$ cat src/rtl/dark_imm_pipe.sv
// dark_imm_pipe: RV32I immediate pre-decoder, one instruction per cycle,
// valid/ready in and out, two-entry (OUT + SKID) storage, 1-cycle latency.
// Ports:
//   CLK, RES (async, active-high), HLT (freeze), FLUSH (drop all entries)
//   IVLD/IRDY/IDATA : instruction input handshake
//   OVLD/ORDY       : output handshake
//   SIMM/UIMM       : sign-/zero-extended immediate, XLEN bits
//   ITYPE/ILL       : 0=I 1=S 2=B 3=U 4=J 5=R 7=illegal; ILL = (ITYPE==7)
module dark_imm_pipe #(
  parameter int XLEN   = 32,
  parameter bit EN_MAC = 1'b1
) (
  input  logic            CLK,
  input  logic            RES,
  input  logic            HLT,
  input  logic            FLUSH,
  input  logic            IVLD,
  output logic            IRDY,
  input  logic [31:0]     IDATA,
  output logic            OVLD,
  input  logic            ORDY,
  output logic [XLEN-1:0] SIMM,
  output logic [XLEN-1:0] UIMM,
  output logic [2:0]      ITYPE,
  output logic            ILL
);

  localparam logic [6:0] OP_LOAD  = 7'b0000011;
  localparam logic [6:0] OP_IMM   = 7'b0010011;
  localparam logic [6:0] OP_JALR  = 7'b1100111;
  localparam logic [6:0] OP_FENCE = 7'b0001111;
  localparam logic [6:0] OP_SYS   = 7'b1110011;
  localparam logic [6:0] OP_STORE = 7'b0100011;
  localparam logic [6:0] OP_BR    = 7'b1100011;
  localparam logic [6:0] OP_JAL   = 7'b1101111;
  localparam logic [6:0] OP_LUI   = 7'b0110111;
  localparam logic [6:0] OP_AUIPC = 7'b0010111;
  localparam logic [6:0] OP_REG   = 7'b0110011;
  localparam logic [6:0] OP_MAC   = 7'b1111111;

  localparam logic [2:0] C_I   = 3'd0;
  localparam logic [2:0] C_S   = 3'd1;
  localparam logic [2:0] C_B   = 3'd2;
  localparam logic [2:0] C_U   = 3'd3;
  localparam logic [2:0] C_J   = 3'd4;
  localparam logic [2:0] C_R   = 3'd5;
  localparam logic [2:0] C_ILL = 3'd7;

  typedef struct packed {
    logic [XLEN-1:0] simm;
    logic [XLEN-1:0] uimm;
    logic [2:0]      ityp;
  } ent_t;

  typedef enum logic [1:0] {
    OCC0 = 2'd0,
    OCC1 = 2'd1,
    OCC2 = 2'd2
  } occ_t;

  // ---------------- decode (input side) ----------------
  logic [6:0]  op;
  logic        is_i, is_s, is_b, is_j, is_u, is_r;
  logic [31:0] s32, u32;
  logic [2:0]  cls;

  assign op   = IDATA[6:0];
  assign is_i = (op == OP_LOAD) | (op == OP_IMM) | (op == OP_JALR)
              | (op == OP_FENCE) | (op == OP_SYS);
  assign is_s = (op == OP_STORE);
  assign is_b = (op == OP_BR);
  assign is_j = (op == OP_JAL);
  assign is_u = (op == OP_LUI) | (op == OP_AUIPC);
  assign is_r = (op == OP_REG) | (EN_MAC & (op == OP_MAC));

  always_comb begin
    s32 = '0;
    u32 = '0;
    cls = C_ILL;
    unique case (1'b1)
      is_i: begin
        cls = C_I;
        u32 = {20'b0, IDATA[31:20]};
        s32 = {{20{IDATA[31]}}, IDATA[31:20]};
      end
      is_s: begin
        cls = C_S;
        u32 = {20'b0, IDATA[31:25], IDATA[11:7]};
        s32 = {{20{IDATA[31]}}, IDATA[31:25], IDATA[11:7]};
      end
      is_b: begin
        cls = C_B;
        u32 = {19'b0, IDATA[31], IDATA[7],
               IDATA[30:25], IDATA[11:8], 1'b0};
        s32 = {{19{IDATA[31]}}, IDATA[31], IDATA[7],
               IDATA[30:25], IDATA[11:8], 1'b0};
      end
      is_u: begin
        cls = C_U;
        u32 = {IDATA[31:12], 12'b0};
        s32 = {IDATA[31:12], 12'b0};
      end
      is_j: begin
        cls = C_J;
        u32 = {11'b0, IDATA[31], IDATA[19:12],
               IDATA[20], IDATA[30:21], 1'b0};
        s32 = {{11{IDATA[31]}}, IDATA[31], IDATA[19:12],
               IDATA[20], IDATA[30:21], 1'b0};
      end
      is_r: begin
        cls = C_R;
      end
      default: begin
        cls = C_ILL;
      end
    endcase
  end

  logic [XLEN-1:0] dec_simm, dec_uimm;

  // 32-bit immediates are already class-extended; widen for RV64.
  if (XLEN == 64) begin : g_x64
    assign dec_simm = {{32{s32[31]}}, s32};
    assign dec_uimm = {32'b0, u32};
  end else begin : g_x32
    assign dec_simm = s32;
    assign dec_uimm = u32;
  end

  ent_t dec;
  assign dec = '{simm: dec_simm, uimm: dec_uimm, ityp: cls};

  // ---------------- occupancy control ----------------
  occ_t occ, occ_nxt;
  ent_t out_q, skid_q;
  logic in_x, out_x;
  logic ld_out, ld_skid, sel_skid;

  // Ready depends on registered occupancy only, never on ORDY.
  assign IRDY  = ~RES & ~HLT & (occ != OCC2);
  assign OVLD  = ~HLT & (occ != OCC0);
  assign in_x  = IVLD & IRDY;
  assign out_x = OVLD & ORDY;

  always_ff @(posedge CLK or posedge RES) begin
    if (RES) occ <= OCC0;
    else     occ <= occ_nxt;
  end

  always_comb begin
    occ_nxt  = occ;
    ld_out   = 1'b0;
    ld_skid  = 1'b0;
    sel_skid = 1'b0;
    if (HLT) begin
      occ_nxt = occ;
    end else if (FLUSH) begin
      occ_nxt = OCC0;
    end else begin
      unique case (occ)
        OCC0: begin
          if (in_x) begin
            ld_out  = 1'b1;
            occ_nxt = OCC1;
          end
        end
        OCC1: begin
          unique case (1'b1)
            in_x & out_x: begin
              ld_out = 1'b1;
            end
            in_x & ~out_x: begin
              ld_skid = 1'b1;
              occ_nxt = OCC2;
            end
            ~in_x & out_x: begin
              occ_nxt = OCC0;
            end
            default: begin
              occ_nxt = OCC1;
            end
          endcase
        end
        OCC2: begin
          if (out_x) begin
            ld_out   = 1'b1;
            sel_skid = 1'b1;
            occ_nxt  = OCC1;
          end
        end
        default: begin
          occ_nxt = OCC0;
        end
      endcase
    end
  end

  // ---------------- entry storage ----------------
  always_ff @(posedge CLK or posedge RES) begin
    if (RES) begin
      out_q  <= '0;
      skid_q <= '0;
    end else begin
      if (ld_out)  out_q  <= sel_skid ? skid_q : dec;
      if (ld_skid) skid_q <= dec;
    end
  end

  assign SIMM  = out_q.simm;
  assign UIMM  = out_q.uimm;
  assign ITYPE = out_q.ityp;
  assign ILL   = (out_q.ityp == C_ILL);

endmodule

$ cat config.mk
export PLATFORM = sky130hd
export DESIGN_NAME = dark_imm_pipe
export DESIGN_NICKNAME = d
export VERILOG_FILES = /design/src/rtl/dark_imm_pipe.sv
export SDC_FILE = /design/constraint.sdc
export NUM_CORES = 1
export LEC_CHECK = 0
export CAP_MARGIN = 20
export CELL_PAD_IN_SITES_DETAIL_PLACEMENT = 1
export CELL_PAD_IN_SITES_GLOBAL_PLACEMENT = 1
export CORE_MARGIN = 3
export CORE_UTILIZATION = 42
export CTS_CLUSTER_DIAMETER = 200
export DETAILED_ROUTE_END_ITERATION = 7
export GPL_TIMING_DRIVEN = 0
export PLACE_DENSITY_LB_ADDON = 0.1
export REMOVE_ABC_BUFFERS = 1
export SLEW_MARGIN = 20
export SYNTH_ARGS = -nofsm -noshare
export SYNTH_HDL_FRONTEND = slang
export SYNTH_SLANG_ARGS = --single-unit
$ cat constraint.sdc
create_clock -name CLK -period 7.8 [get_ports CLK]
set_input_delay 1.95 -clock CLK [delete_from_list [all_inputs] [get_ports CLK]]
set_output_delay 1.95 -clock CLK [all_outputs]
set_load 0.01 [all_outputs]
Yosys cells after proc, flatten, opt, wreduce, memory -nomap -nowiden
Index checks and enable logic that the tools add are counted.
Widths: inputs -> output; s select.

word-level totals
  bits in registers = 136
  input port bits = 38

cells by class
  eq/ne operators = 19
  reduce and logical (&&, ||, !) cells = 3
  muxes and demuxes = 22
  bitwise logic cells = 18

operators by type and width
  kind                count
  $pmux 32 s5         2
  $mux 67             1
  $eq 7x7->1 const B  5
  $eq 7x6->1 const B  3
  $pmux 3 s6          1
  $eq 7x5->1 const B  2
  $mux 1              12
  $pmux 2 s3          2
  $ne 3x3->1 const B  3
  $and 1x1->1         8
  $eq 7x2->1 const B  1
  $eq 7x4->1 const B  1
  $mux 2              3
  $or 1x1->1          6
  $not 1->1           4
  $reduce_and 4->1    1
  $eq 3x3->1 const B  1
  $pmux 1 s3          1
  $eq 2x1->1 const B  1
  $eq 2x2->1 const B  1
  $logic_not 2->1     1
  $ne 2x2->1 const B  1
  $reduce_bool 2->1   1

Longest topological paths before layout
  depth in word-level cells = 9
  gate-level depth with buffers = 11
  gate-level depth less buffers = 9

Worst setup path before layout
Ideal clock, no wire load.

  path type = input to output
  start = input HLT
  end = output IRDY
  slack = 3470 ps
  arrival time = 2380 ps
  buffers on the path = 1
  stages on the path = 2
  cell sequence = buf_6 > nor3_1

between the ends
  longest elaborated chain between the ends = 3

RTL lines
  item                        line  RTL
  from (decl)                 15    input logic HLT,
  $not 1->1 (no source line)  --
  $and 1x1->1 (2 in a row)    140   assign IRDY = ~RES & ~HLT & (occ != OCC2);
  to (decl)                   18    output logic IRDY,

Every way passes these cells.

Worst setup path in the final report
Same ends and word-level chain as after synthesis.

==> impl_results.md <==
* Outcome: finished clean
* Starting Density at 0.435
* GRT met2 Usage at 0.391
* IO Port Bufs at 107
* Sequential share of the synthesized area at 0.533
* Required @ worst endpoint at 5.85 ns
* P_leak at ~2.7 nW
* CTS tree: yes
* Non-Filler Instances at a little over 800
* Crit end category: output pin
* DRT Pass-1 Iters at 4
* Vias in the first global route at ~5k
* Slew @ Worst Pin at approximately 1.1 ns
* Highest-count cells in the layout ignoring fill and taps: 112 x dfrtp_1, 107 x clkdlybuf4s50_1, 85 x nand2_1, 61 x nor2_1, 44 x o21ai_0
* CTS H-tree lvls at 3
* CTS Hold Bufs at 0
* Gate power share at 0.230
* CTS Root Cell: clkbuf_16
* Placed Cells at between 700 and 800
* Hold slack at just under 0.5 ns
* Cell-internal power at ~1.2 mW
* Synth warn at 0
* Asr flop ratio synth at 1.00
* # IOs at roughly 110
* Cell count after synthesis at around 570
* Slew headroom at 0.276
* Synth Flop Type: dfrtp_1
* Most Crowded Layer GR: met2
* CTS Buf Count at 9
* Cell Rows at 40
* Met1 Use GR at 0.304
* FF+latch count, synth at 112
* Reg power frac at 0.450
* Largest net degree at the start of global routing at 81
* Reg clk slew, reported paths at 0.07 ns
* Slew Limit Fails at 0
* Minimum clock period at 5.39 ns
* Final ANT Viol Nets at 0
* Clk_lat worst skew at roughly 0.35 ns
* Gr usage total at 0.229
* CTS Sinks at between 100 and 150
* Routed len/inst at roughly 19 um
* Final hold violations at 0
* Fillers at 1,392
* F_max at 0.186 GHz
* # DRC at 0
* Via density at approximately 5.8
* CP Class: input port to output pin
* Ant diodes at 0
* Die ar. at 0.0139 mm2
* Final period util at 0.691
* Antenna violations before repair at 0
* Most common cell after layout, fill and taps aside: dfrtp_1
* Die W at 118 um
* Area of the core at about 0.012 mm2
* DP Area at 0.00643 mm2
* Worst-path maximum fanout at 10
* Switching power of the nets at approximately 0.43 mW
* Placer Congestion at 0.851
* Clock power share at 0.321
* Max Cap Viol at 0
* Arr. time, crit path at 3.44 ns
* Layout cells sized above 1 at 0.0592
* Drt total wl at between 15,000 and 20,000 um
* Design Area, Final at around 0.0068 mm2
* Power Density at 236 mW/mm2
* First-pass GRT wire length at between 20,000 and 30,000 um
* RSZ-0062 raised after global routing: false
* Synthesized area per cell at between 9 and 10 um2
* Post-Synthesis Cell Area at 0.00526 mm2
* Worst Skew at ~0.007 ns
* Switching Fraction at 0.271
* Vias post-DR at between 4k and 5k
* Post-synth EDFFs at 0
* Tightest Hold Check Type: register to register
* Final net count at just under 700
* Worst VDD drop at slightly below 90 uV
* Post-cts sizing count at 0
* Crit path launch type: input port
* Synth unique cells at between 50 and 60
* Final core occ at 0.558
* Postcts setup bufs at 0
* Met3 usage at 0.0317
* Post-DP HPWL at between 10,000 and 15,000 um
* GRT overflow at 0
* Clk buf depth at 2
* Die Height at roughly 120 um
* Synth-to-Final Area Change at 28.4%
* Number of DRC markers in iteration 0 at 198
* Final setup viols at 0
-- cell type report --
class | instances | area (um2) | share of cell area
tap | 168 | 210 | 0.0311
multi-input combinational | 396 | 2210 | 0.327
inverter | 4 | 20.0 | 0.00296
clock buffer | 10 | 239 | 0.0354
sequential | 112 | 2800 | 0.415
clock inverter | 6 | 90.1 | 0.0133
timing repair buffer | 114 | 1180 | 0.175
-- state kept, by name, summed over array words and instances (netlist names) --
signal	flops
UIMM	20
occ	2
skid_q	55
ITYPE	3
SIMM	32
-- kinds of logic after synthesis --
kind of cell             after synthesis  share of synthesized area
AND/OR/NAND/NOR                      211                      0.180
buffers and inverters                 57                     0.0580
adder cells (fa/ha/maj)                3                    0.00666
multiplexers                           2                    0.00380
AO/OA/AOI/OAI                        180                      0.219
flip-flops                           112                      0.533
-- power groups by stage --
stage	registers [mW]	logic, mW	clock network [mW]
floorplan	0.755	0.112	0
global placement	0.724	0.353	0
detailed placement	0.729	0.368	0
CTS	0.718	0.371	0.519
global route	0.728	0.396	0.544
finish	0.716	0.366	0.511
-- cell usage after synthesis (5+ instances only) --
master	instances	share of area
a21oi_1	38	0.036
a221oi_1	6	0.010
a22o_1	8	0.013
a22oi_1	7	0.010
a31oi_1	30	0.036
a32oi_1	5	0.0083
buf_2	7	0.0067
buf_4	16	0.023
clkbuf_1	26	0.019
dfrtp_1	112	0.53
nand2_1	85	0.061
nand3_1	26	0.025
nor2_1	62	0.044
nor3_1	6	0.0057
o21ai_0	44	0.042
o22ai_1	20	0.024
-- path summary, 6_finish.rpt --
check                                       startpoint                endpoint  slack, ns  depth (start not counted)
worst max register to register      occ[1]$_DFFE_PP0P_  skid_q[47]$_DFFE_PP0P_       4.64                          8
worst min-delay path            skid_q[55]$_DFFE_PP0P_  skid_q[55]$_DFFE_PP0P_       0.48                          2
max in group asynchronous                          RES    SIMM[15]$_DFFE_PP0P_       5.11                          3
min in group asynchronous                          RES    ITYPE[2]$_DFFE_PP0P_       2.01                          2
worst max-delay path                               HLT                    IRDY       2.41                          3
worst min register to register  skid_q[55]$_DFFE_PP0P_  skid_q[55]$_DFFE_PP0P_       0.48                          2
-- stage by stage --
stage | power [mW] | worst slack, ns | TNS, ns
2_1_floorplan | 0.867 | 2.21 | 0
3_3_place_gp | 1.08 | -0.671 | -4.12
3_5_place_dp | 1.10 | 2.39 | 0
4_1_cts | 1.61 | 2.40 | 0
5_1_grt | 1.67 | 2.33 | 0
6_report | 1.59 | 2.41 | 0
-- worst max-delay path: stages --
cell and delay (ns):
clkdlybuf4s50_1 0.65, nor3_1 0.27, clkdlybuf4s50_1 0.57
-- layer usage --
metal,up-vias,wire length [um]
li1,2164,-
met1,2378,7010
met2,107,7970
met3,16,488
met4,0,262
met5,-,0
(Power assumes the default switching activity.)
